**config.mk**
```make
export PLATFORM = sky130hd
export DESIGN_NAME = my_mul3232u
export DESIGN_NICKNAME = d
export VERILOG_FILES = /design/src/rtl/my_mul3232u.sv
export SDC_FILE = /design/constraint.sdc
export NUM_CORES = 1
export LEC_CHECK = 0
export BUFFER_PORTS_ARGS = -buffer_cell sky130_fd_sc_hd__buf_2
export CORE_UTILIZATION = 64
export DETAILED_ROUTE_END_ITERATION = 16
export PLACE_DENSITY = 0.86
export REMOVE_ABC_BUFFERS = 1
export SLEW_MARGIN = 20
export SYNTH_ARGS = -nofsm -noshare
export SYNTH_HDL_FRONTEND = slang
export SYNTH_SLANG_ARGS = --single-unit
```
**constraint.sdc**
```tcl
create_clock -name clk -period 19.9 [get_ports clk]
set_input_delay 0.995 -clock clk [delete_from_list [all_inputs] [get_ports clk]]
set_output_delay 0.995 -clock clk [all_outputs]
set_load 0.01 [all_outputs]
```
**src/rtl/my_mul3232u.sv**
```systemverilog
// Sequential unsigned 32x32->64 shift-add multiplier with toggle request/acknowledge handshake.
// Define MUL_EARLY_EXIT_EN to finish as soon as the remaining multiplier bits are all zero.
module my_mul3232u (
    input  logic        clk,
    input  logic        reset,
    input  logic [31:0] a,
    input  logic [31:0] b,
    output logic [31:0] hi,
    output logic [31:0] lo,
    input  logic        run_in,
    output logic        run_out
);

    typedef enum logic {
        S_IDLE,
        S_ITER
    } state_t;

    state_t      state_q,   state_d;
    logic [63:0] acc_q,     acc_d;
    logic [63:0] mcand_q,   mcand_d;
    logic [31:0] mplier_q,  mplier_d;
    logic [5:0]  count_q,   count_d;
    logic [31:0] hi_q,      hi_d;
    logic [31:0] lo_q,      lo_d;
    logic        run_out_q, run_out_d;

    logic pending;
    logic iter_done;

    assign pending = run_in ^ run_out_q;

    // count never exceeds 32, so bit 5 alone marks the final iteration
`ifdef MUL_EARLY_EXIT_EN
    assign iter_done = count_q[5] || (mplier_q == '0);
`else
    assign iter_done = count_q[5];
`endif

    always_comb begin
        state_d   = state_q;
        acc_d     = acc_q;
        mcand_d   = mcand_q;
        mplier_d  = mplier_q;
        count_d   = count_q;
        hi_d      = hi_q;
        lo_d      = lo_q;
        run_out_d = run_out_q;

        case (state_q)
            S_IDLE: begin
                if (pending) begin
                    acc_d    = '0;
                    mcand_d  = {32'd0, a};
                    mplier_d = b;
                    count_d  = '0;
                    state_d  = S_ITER;
                end
            end
            S_ITER: begin
                if (!pending) begin
                    state_d = S_IDLE;
                end else if (iter_done) begin
                    hi_d      = acc_q[63:32];
                    lo_d      = acc_q[31:0];
                    run_out_d = ~run_out_q;
                    state_d   = S_IDLE;
                end else begin
                    if (mplier_q[0]) begin
                        acc_d = acc_q + mcand_q;
                    end
                    mcand_d  = mcand_q << 1;
                    mplier_d = mplier_q >> 1;
                    count_d  = count_q + 6'd1;
                end
            end
            default: state_d = S_IDLE;
        endcase
    end

    always_ff @(posedge clk or posedge reset) begin
        if (reset) begin
            state_q   <= S_IDLE;
            acc_q     <= '0;
            mcand_q   <= '0;
            mplier_q  <= '0;
            count_q   <= '0;
            hi_q      <= '0;
            lo_q      <= '0;
            run_out_q <= 1'b0;
        end else begin
            state_q   <= state_d;
            acc_q     <= acc_d;
            mcand_q   <= mcand_d;
            mplier_q  <= mplier_d;
            count_q   <= count_d;
            hi_q      <= hi_d;
            lo_q      <= lo_d;
            run_out_q <= run_out_d;
        end
    end

    assign hi      = hi_q;
    assign lo      = lo_q;
    assign run_out = run_out_q;

endmodule

```
-- Word-level counts from Yosys, hierarchy flattened
Cells that the tools add are included.
- output and inout bits: 65
- memories kept: 0
- input bits: 67
- latch bits: 0
- bits in read-only memories: 0
- RAM bits: 0
- register bits: 232
- muxes and demuxes: 21
- reduce and logical (&&, ||, !) cells: 4
- divide/modulo/power cells: 0
- equality and inequality tests: 4
- $add $sub $neg: 2
- $lt $le $gt $ge: 0
- bitwise gates (word level): 3
- shift-type cells: 0
- multipliers: 0
- operators with widths (cell ; count):
    2-to-1 mux 64 bit ; 7
    case mux 64 bit (2 select lines) ; 2
    2-to-1 mux 32 bit ; 3
    adder 64 bit ; 1
    case mux 32 bit (2 select lines) ; 1
    2-to-1 mux 6 bit ; 3
    case mux 6 bit (2 select lines) ; 1
    adder 6 x 1 -> 6 bit, second input constant ; 1
    AND reduction 3 bit ; 2
    != test 2 x 1 -> 1 bit, second input constant ; 2
    != test 2 bit, second input constant ; 2
    AND reduction 4 bit ; 1
    2-to-1 mux 1 bit ; 3
    NOT 1 bit ; 2
    case mux 1 bit (2 select lines) ; 1
    AND reduction 2 bit ; 1
    bitwise XOR 1 bit ; 1

-- Logic depth before layout (Yosys ltp)
Gate-level depths: netlist (run 1).
- depth after elaboration: 5
- gate-level depth with buffers: 15
- mapped depth without buffers: 15

-- Worst setup path after synthesis (run 1)
Ideal clock, no wire load.
- path kind: reg2reg
- start point: register mcand_q[0]
- end point: register acc_q[56]
- path buffers: 0
- data arrival time: 2.698 ns
- setup slack: 17.071 ns
- library setup time: 0.132 ns
- period minus slack after synthesis: 2.829 ns
- required time: 19.768 ns
- cell stages (with the launch flop): 16
- cell sequence: dfrtp_1 -> ha_1 -> inv_1 -> fa_1 -> nor2b_4 -> o21ai_2 -> nand2b_2 -> a31oi_2 -> o21ai_2 -> a21o_4 -> a41oi_2 -> o211a_1 -> o21a_1 -> o21bai_2 -> xnor2_1 -> o21ai_1
- longest elaborated chain between the ends: 5
- ends and longest elaborated chain (what ; line ; text):
    start, declared ; 21 ; logic [63:0] mcand_q, mcand_d;
    start signal, assigned ; 94 ; mcand_q <= mcand_d;
    adder 64 bit ; 70 ; acc_d = acc_q + mcand_q;
    2-to-1 mux 64 bit ; 69 ; if (mplier_q[0]) begin
    2-to-1 mux 64 bit ; 63 ; end else if (iter_done) begin
    2-to-1 mux 64 bit ; 61 ; if (!pending) begin
    case mux 64 bit (2 select lines) ; 50 ; case (state_q)
    end signal, assigned ; 84 ; acc_q <= '0;
    end signal, assigned ; 93 ; acc_q <= acc_d;
    end, declared ; 20 ; logic [63:0] acc_q, acc_d;
Every way passes these cells. The select of a mux whose other input is x is not followed.
A chain may end at the register's enable or synchronous reset.

-- Worst setup path after layout (run 1)
- start point: register mcand_q[0]
- end point: register acc_q[60]
The elaborated chain is that of the path after synthesis.

==> results of run 1 <==
-- per-layer routing --
metal | wire (um) | share of wire, % | track usage [%]
met3 | 1266 | 4.6 | 3.600
met1 | 12630 | 46 | 38.45
met5 | 0 | 0 | 0
met4 | 716 | 2.6 | 8.432
met2 | 13130 | 47 | 45.77
-- per-stage QoR --
step	instances	hold slack (ns)	power [W]	setup WS [ns]
global route	1625	0.5108	0.001414	16.53
floorplan	1177	0.4496	0.0008216	12.54
CTS	1625	0.4910	0.001345	16.71
global placement	1580	0.4603	0.0008888	16.60
finish	1625	0.4897	0.001344	16.69
detailed placement	1580	0.4766	0.0009033	16.55
-- final timing paths --
check | to | depth (start not counted)
min | mplier_q[3]$_DFFE_PP0P_ | 2
min in group asynchronous | acc_q[30]$_DFFE_PP0P_ | 2
max in group asynchronous | mplier_q[26]$_DFFE_PP0P_ | 3
max | acc_q[60]$_DFFE_PP0P_ | 15
max reg2reg | acc_q[60]$_DFFE_PP0P_ | 15
min reg2reg | mplier_q[3]$_DFFE_PP0P_ | 2
-- final cells by class --
class	instances	share of cell area, %
Clock buffer	38	5.161
Clock inverter	7	0.3165
Inverter	23	0.6946
Multi-Input combinational cell	922	45.70
Sequential cell	232	40.82
Tap cell	265	2.330
Timing Repair Buffer	138	4.977
-- layout by cell type, fill, tap and decap left out, types with 4 or more instances in the layout --
cell type	instances
a21oi_1	62
dfrtp_1	231
clkbuf_8	6
xnor2_1	31
o21ai_1	36
clkinv_2	4
buf_2	131
a21o_1	35
o21ai_2	5
o21bai_1	10
a31oi_1	8
clkbuf_1	7
nand2b_1	7
buf_4	7
nand4_1	12
and2_1	5
nor3_1	7
mux2i_1	64
clkbuf_16	25
ha_1	64
o21a_1	11
nor2b_1	6
and3_1	11
inv_1	21
xor2_1	29
nand2_1	167
o21ai_0	133
a22o_1	36
nand3_1	10
mux2_2	65
nor2_1	41
-- power groups by stage --
| stage | logic [W] | registers (W) | clock network (W) |
|---|---|---|---|
| global route | 0.000369 | 0.000582 | 0.000464 |
| detailed placement | 0.000322 | 0.000582 | 0 |
| CTS | 0.000325 | 0.000575 | 0.000445 |
| global placement | 0.000311 | 0.000578 | 0 |
| floorplan | 0.000254 | 0.000568 | 0 |
| finish | 0.000328 | 0.000576 | 0.000441 |
-- cell families after synthesis --
| kind of cell | after synthesis |
|---|---|
| AO/OA/AOI/OAI | 378 |
| buffers and inverters | 91 |
| adder cells (fa/ha/maj) | 65 |
| multiplexers | 129 |
| XOR/XNOR | 61 |
| flip-flops | 232 |
| AND/OR/NAND/NOR | 289 |
-- critical path, cell delays in order (launching register included) --
cell and delay (ns):
dfrtp_1 0.38, ha_1 0.23, inv_1 0.07, fa_1 0.44
nor2b_4 0.13, o21ai_2 0.06, nand2b_2 0.09, a31oi_2 0.13
o21ai_2 0.25, a21o_4 0.20, a41oi_2 0.16, o211a_1 0.29
o21a_1 0.25, o21ai_2 0.17, xnor2_1 0.14, o21ai_1 0.08
-- sequential cells by signal, summed over array words and instances (netlist names) --
register and flops:
run_out 1, count_q 6, lo 32, hi 32
mplier_q 32, acc_q 64, state_q 1, mcand_q 64
==> impl_metrics.yaml, run 1 <==
floorplan:
  placementRows: 51
  area_of_the_die_um2: 20300
  initial_core_utilization_pct: 65.13
  boundaryPins: 132
  floorplan.die.height_um: 142.5
  dieWidth_um: 142.5
  floorplan.core_area_um2: 19400
worst_setup_path:
  crit_path_end_kind: "flop"
  timing_worst_setup_path_type: "reg -> reg"
  reg2reg_from: "mcand_q[0]$_DFFE_PP0P_"
  worstPathArrival_ns: 3.59
  setup.worst_path.start: "mcand_q[0]$_DFFE_PP0P_"
  rrSetupSlack_ns: 16.69
  start_kind: "flop"
  critPathMaxFanout: 5
  critPathRequiredTime_ns: 20.28
layout:
  area_growth_syn_to_layout_pct: 12.64
  final_core_util_pct: 73.36
  ff_latch_area_um2: 5809
  final_layout_size_suffix_gt1_share_pct: 20.88
  multiInputGateArea_um2: 6502
  fillers: 1365
  layout.cell_area.non_filler_um2: 14230
  final_nets: 1474
  insertedDiodeCount: 0
synth:
  synth_mux_area_share_pct: 10.86
  sequential_element_share_of_the_synthesized_area_pct: 45.95
  post_synth_fa_ha_maj_area_fraction_pct: 6.497
  netlist_instances: 1245
  count_of_yosys_warnings_during_synthesis: 0
  postSynthRegisterBits: 232
  synth_simple_gate_area_share_pct: 10.18
  synth-compound-area-share_pct: 19.44
  netlist.area_leader.share_pct: 45.95
  synth_xor_xnor_area_share_pct: 4.288
  netlist.top_cell.by_area: "dfrtp_1"
  synth_edf_count: 0
  synth_area_leaders: "dfrtp_1 (46%), ha_1 (6.3%), mux2_2 (5.8%), o21ai_0 (5.3%), mux2i_1 (5.1%)"
  largest_family_of_logic_cells_by_synthesized_area: "compound AO/OA/AOI/OAI gates"
  post_synth_num_cell_types: 74
  synthMostInstantiatedCell: "dfrtp_1"
  most_used_flip_flop_cell_after_synthesis: "dfrtp_1"
  ys_top_cells_by_count: "dfrtp_1 (232), nand2_1 (170), o21ai_0 (133), mux2_2 (65)"
  post_synth_instance_area_um2: 12630
  post_synth.cell_area_avg_um2: 10.15
  synth_async_sr_flop_share_pct: 100.0
route:
  detailedRoute.firstIterationViolations: 749
  route.final.wire_length_um: 27740
  via_per_inst: 5.991
  routed_wire_length_per_instance_um: 17.07
  drt.antenna.violating_nets: 0
  dr.pass1.iters: 5
  drt_drc_violations_left: 0
  vias: 9736
power:
  p_switching_w: 0.0004346
  power_frac_comb_pct: 24.4
  static-leakage-power_nw: 7.139
  p_per_area_nw_per_um2: 94.43
  swShare_pct: 32.34
  vdd.ir_drop.worst_uv: 67.82
  seq_power_share_pct: 42.8
  power.internal_w: 0.0009091
  share_clk_of_total_power_pct: 32.8
sta:
  fin_skew_ns: 0.01826
  finalSetupTns_ns: 0
  setup_repair_after_global_routing_missed_its_margin: "false"
  finalCritPeriodShare_pct: 16.11
  setup_violations: 0
  hold_viol_final: 0
  tightest_slew_ns: 0.9837
  timing.slew.headroom_pct: 34.42
  layout_min_cycle_time_ns: 3.205
  fmax_mhz: 312.0
  slew_viol_final: 0
place:
  dpl.hpwl_um: 18590
  place.port_buffers: 131
  placedInstanceArea_um2: 13450
  gp_routability_congestion: 0.9220
clocking:
  hold_bufs_at_cts: 0
  post_cts.resized_instances: 0
  cts_htree_levels: 1
  worst_setup_hold_path_clk_slew_ns: 0.06
  ctsLongestPathBuffers: 3
  clock_tree_from_tritoncts: "yes"
  clock_latency_ns: 0.53
  tritoncts_sink_count: 232
  cts-root-buf: "clkbuf_16"
  post_cts_repair_timing_setup_buffer_count: 0
  cts-buffers-inserted: 25
global_routing:
  grt_pass1_wl_um: 45890
  via_count_of_the_first_global_routing_pass: 9495
  largest_net_degree_at_the_start_of_global_routing: 158
  grt-ovfl-total: 0
  grt_util_all_layers_pct: 27.79
  antenna_found_initial: 0
run:
  timing.max_cap.violations: 0
hold_path:
  hold_path.class: "reg -> reg"
  hp-start: "mplier_q[3]$_DFFE_PP0P_"
status:
  run_status: "completed"
Note: power is estimated with default switching activity, not from simulation.
==> inputs of run 2 (changes only) <==
Settings changed: ABC_AREA set to 1, CORE_UTILIZATION 64 to 55, PLACE_DENSITY 0.86 to 0.77.
Clock period 19.9 ns to 2.86 ns, I/O delays scaled along.
==> run 2 against run 1 <==
  * Non-clock buffer count up 74
  * First-iteration DRC count up 81%
  * Wire length up 62%
  * Sequential share of layout area down 7.7 points
  * Final area up 23%
  * Core utilization down 8.1 points
  * Combinational power rose to 8.6 times the previous value
  * Hold slack worse by 0.37 ns
  * Count of clock-buffer cells in the layout up 3
  * Critical path type unchanged
==> impl_metrics.yaml, run 2 <==
synth:
  netlist.area_leader.share_pct: 38.64
  largest_family_of_logic_cells_by_synthesized_area: "simple AND/OR/NAND/NOR gates"
  synth_edf_count: 0
  post_synth_fa_ha_maj_area_fraction_pct: 5.463
  synth-compound-area-share_pct: 11.65
  ys_top_cells_by_count: "nand2_1 (764), inv_1 (438), dfrtp_1 (232), nor2_1 (177), o21ai_0 (109)"
  netlist_instances: 2199
  synth_area_leaders: "dfrtp_1 (39%), nand2_1 (19%), inv_1 (11%), ha_1 (5.3%), nor2_1 (4.4%)"
  sequential_element_share_of_the_synthesized_area_pct: 38.64
  netlist.top_cell.by_area: "dfrtp_1"
  synthMostInstantiatedCell: "nand2_1"
  count_of_yosys_warnings_during_synthesis: 0
  post_synth.cell_area_avg_um2: 6.833
  synth_mux_area_share_pct: 2.323
  post_synth_instance_area_um2: 15030
  synth_simple_gate_area_share_pct: 28.63
  most_used_flip_flop_cell_after_synthesis: "dfrtp_1"
  synth_xor_xnor_area_share_pct: 0.4080
  synth_async_sr_flop_share_pct: 100.0
  postSynthRegisterBits: 232
  post_synth_num_cell_types: 46
route:
  routed_wire_length_per_instance_um: 16.42
  via_per_inst: 5.248
  route.final.wire_length_um: 45010
  drt.antenna.violating_nets: 0
  detailedRoute.firstIterationViolations: 1358
  dr.pass1.iters: 5
  drt_drc_violations_left: 0
  vias: 14389
global_routing:
  largest_net_degree_at_the_start_of_global_routing: 83
  antenna_found_initial: 0
  grt_pass1_wl_um: 72330
  grt-ovfl-total: 0
  grt_util_all_layers_pct: 32.72
  via_count_of_the_first_global_routing_pass: 13890
layout:
  top_library_cells_by_usage_in_the_layout_fill_and_taps_aside: "nand2_1 (764), inv_1 (437), dfrtp_1 (231), nor2_1 (177), buf_2 (131)"
  final_layout_size_suffix_gt1_share_pct: 11.04
  final_core_util_pct: 65.22
  fillers: 2425
  area_growth_syn_to_layout_pct: 16.65
  mostFrequentLayoutCell: "nand2_1"
  final_nets: 2515
  insertedDiodeCount: 0
  largest_registers: "acc_q x64, mcand_q x64"
floorplan:
  boundaryPins: 132
  initial_core_utilization_pct: 55.91
  floorplan.die.height_um: 167.3
  area_of_the_die_um2: 27980
  floorplan.core_area_um2: 26880
  placementRows: 60
  dieWidth_um: 167.3
power:
  static-leakage-power_nw: 9.959
  p_per_area_nw_per_um2: 561.2
  power_w: 0.009837
  vdd.ir_drop.worst_uv: 418.1
clocking:
  clock_tree_from_tritoncts: "yes"
  worst_setup_hold_path_clk_slew_ns: 0.06
  cts-buffers-inserted: 26
  clock_latency_ns: 0.55
  post_cts_repair_timing_setup_buffer_count: 0
  cts-root-buf: "clkbuf_16"
  tritoncts_sink_count: 232
  cts_htree_levels: 1
  ctsLongestPathBuffers: 3
worst_setup_path:
  cp_top_family: "simple AND/OR/NAND/NOR gates"
  timing.critical_path.mode_cell: "nand2_1"
  number_of_buffer_and_inverter_instances_along_the_worst_setup_path: 2
  timing_worst_setup_path_type: "reg -> reg"
  worst_path_slowest_cell: "dfrtp_1"
  start_kind: "flop"
  worstPathArrival_ns: 3.03
  crit_path_end_kind: "flop"
  critical_path.max_stage_delay_ns: 0.39
  critPathRequiredTime_ns: 3.29
  critPathMaxFanout: 4
  critical_path.cell_chain: "ha_1 -> inv_1 -> fa_1 -> inv_1 -> nand3_1 -> nand2_1 -> nand2_1 -> nand2_1 -> nand2_1 -> nand2_1 -> nand3_1 -> nand3_1 -> nand2_1 -> nand3_1 -> nand2_1"
sta:
  slew_viol_final: 0
  setup_violations: 0
  tightest_slew_ns: 0.6573
  setup_repair_after_global_routing_missed_its_margin: "false"
  finalSetupTns_ns: 0
  layout_min_cycle_time_ns: 2.599
  finalCritPeriodShare_pct: 90.88
  hold_viol_final: 0
  timing.slew.headroom_pct: 56.12
  fmax_mhz: 384.7
  fin_skew_ns: 0.01933
run:
  timing.max_cap.violations: 0
place:
  place.port_buffers: 131
  gp_routability_congestion: 1.037
  dpl.hpwl_um: 33380
hold_path:
  hold_path.class: "in -> reg"
status:
  run_status: "completed"
run 2: cell types whose count changed after synthesis, sizes merged, moves of 36 or more:
cell and delta:
a21o -36, inv +420, mux2i -64, nand2 +604, nand3 +72, nor2 +140, o21ai -51, o22ai +40
run 2: cell families (layout without fill, tap and decap cells):
logic type	count (synthesis)	count (layout)
multiplexers	31	31
AND/OR/NAND/NOR	1070	1070
AO/OA/AOI/OAI	294	294
buffers and inverters	500	702
flip-flops	232	232
adder cells (fa/ha/maj)	65	65
XOR/XNOR	7	7
run 2: worst reg2reg max path, delay by kind of cell (launching register included):
kind                       cells  cell delay, ns
DFF                            1            0.39
and+or+nand+nor               11            1.36
buffers and inverters          2            0.16
adders and majority gates      2            0.56
run 2: worst paths after layout:
| kind | startpoint | endpoint | slack (ns) | cells after the start |
|---|---|---|---|---|
| min in group asynchronous | reset | hi[22]$_DFFE_PP0P_ | 0.23 | 3 |
| min | run_in | mcand_q[32]$_DFFE_PP0P_ | 0.12 | 6 |
| max reg2reg | mcand_q[0]$_DFFE_PP0P_ | acc_q[48]$_DFFE_PP0P_ | 0.26 | 15 |
| max in group asynchronous | reset | hi[7]$_DFFE_PP0P_ | 1.70 | 4 |
| max | mcand_q[0]$_DFFE_PP0P_ | acc_q[48]$_DFFE_PP0P_ | 0.26 | 15 |
| min reg2reg | lo[12]$_DFFE_PP0P_ | lo[12]$_DFFE_PP0P_ | 0.48 | 2 |
run 2: timing repair:
action,4_1_cts,5_1_grt
hold buffers,65,0
endpoints found under the setup margin,0,0
resized for setup,0,0
endpoints found under the hold margin,143,0
run 2: layout make-up:
class	count	area (um^2)	area share [%]
Clock buffer	41	788.3	4.497
Clock inverter	5	32.53	0.1856
Inverter	444	1677	9.565
Multi-Input combinational cell	1467	7293	41.61
Sequential cell	232	5809	33.14
Tap cell	341	426.7	2.434
Timing Repair Buffer	212	1501	8.566
run 2: power by group:
part | total, W | switching [W] | internal (W)
registers | 0.00375 | 0.000182 | 0.00357
logic | 0.00281 | 0.00192 | 0.000887
clock network | 0.00328 | 0.00140 | 0.00188
run 2: layer usage:
layer | share of wire [%] | GRT usage [%]
met5 | 0 | 0
met2 | 42 | 49.69
met1 | 46 | 47.11
met4 | 2.9 | 9.813
met3 | 9.2 | 6.500
run 2: through the flow:
step / hold WS (ns) / instance area [um^2] / cells / setup slack (ns)
6_report: 0.1150 / 17530 / 2742 / 0.2608
5_1_grt: 0.1376 / 17530 / 2742 / 0.08483
4_1_cts: 0.1049 / 17530 / 2742 / 0.3488
3_5_place_dp: 0.2821 / 16060 / 2631 / 0.3669
3_3_place_gp: 0.2786 / 16060 / 2631 / 0.3757
2_1_floorplan: 0.2640 / 14760 / 2143 / -3.644
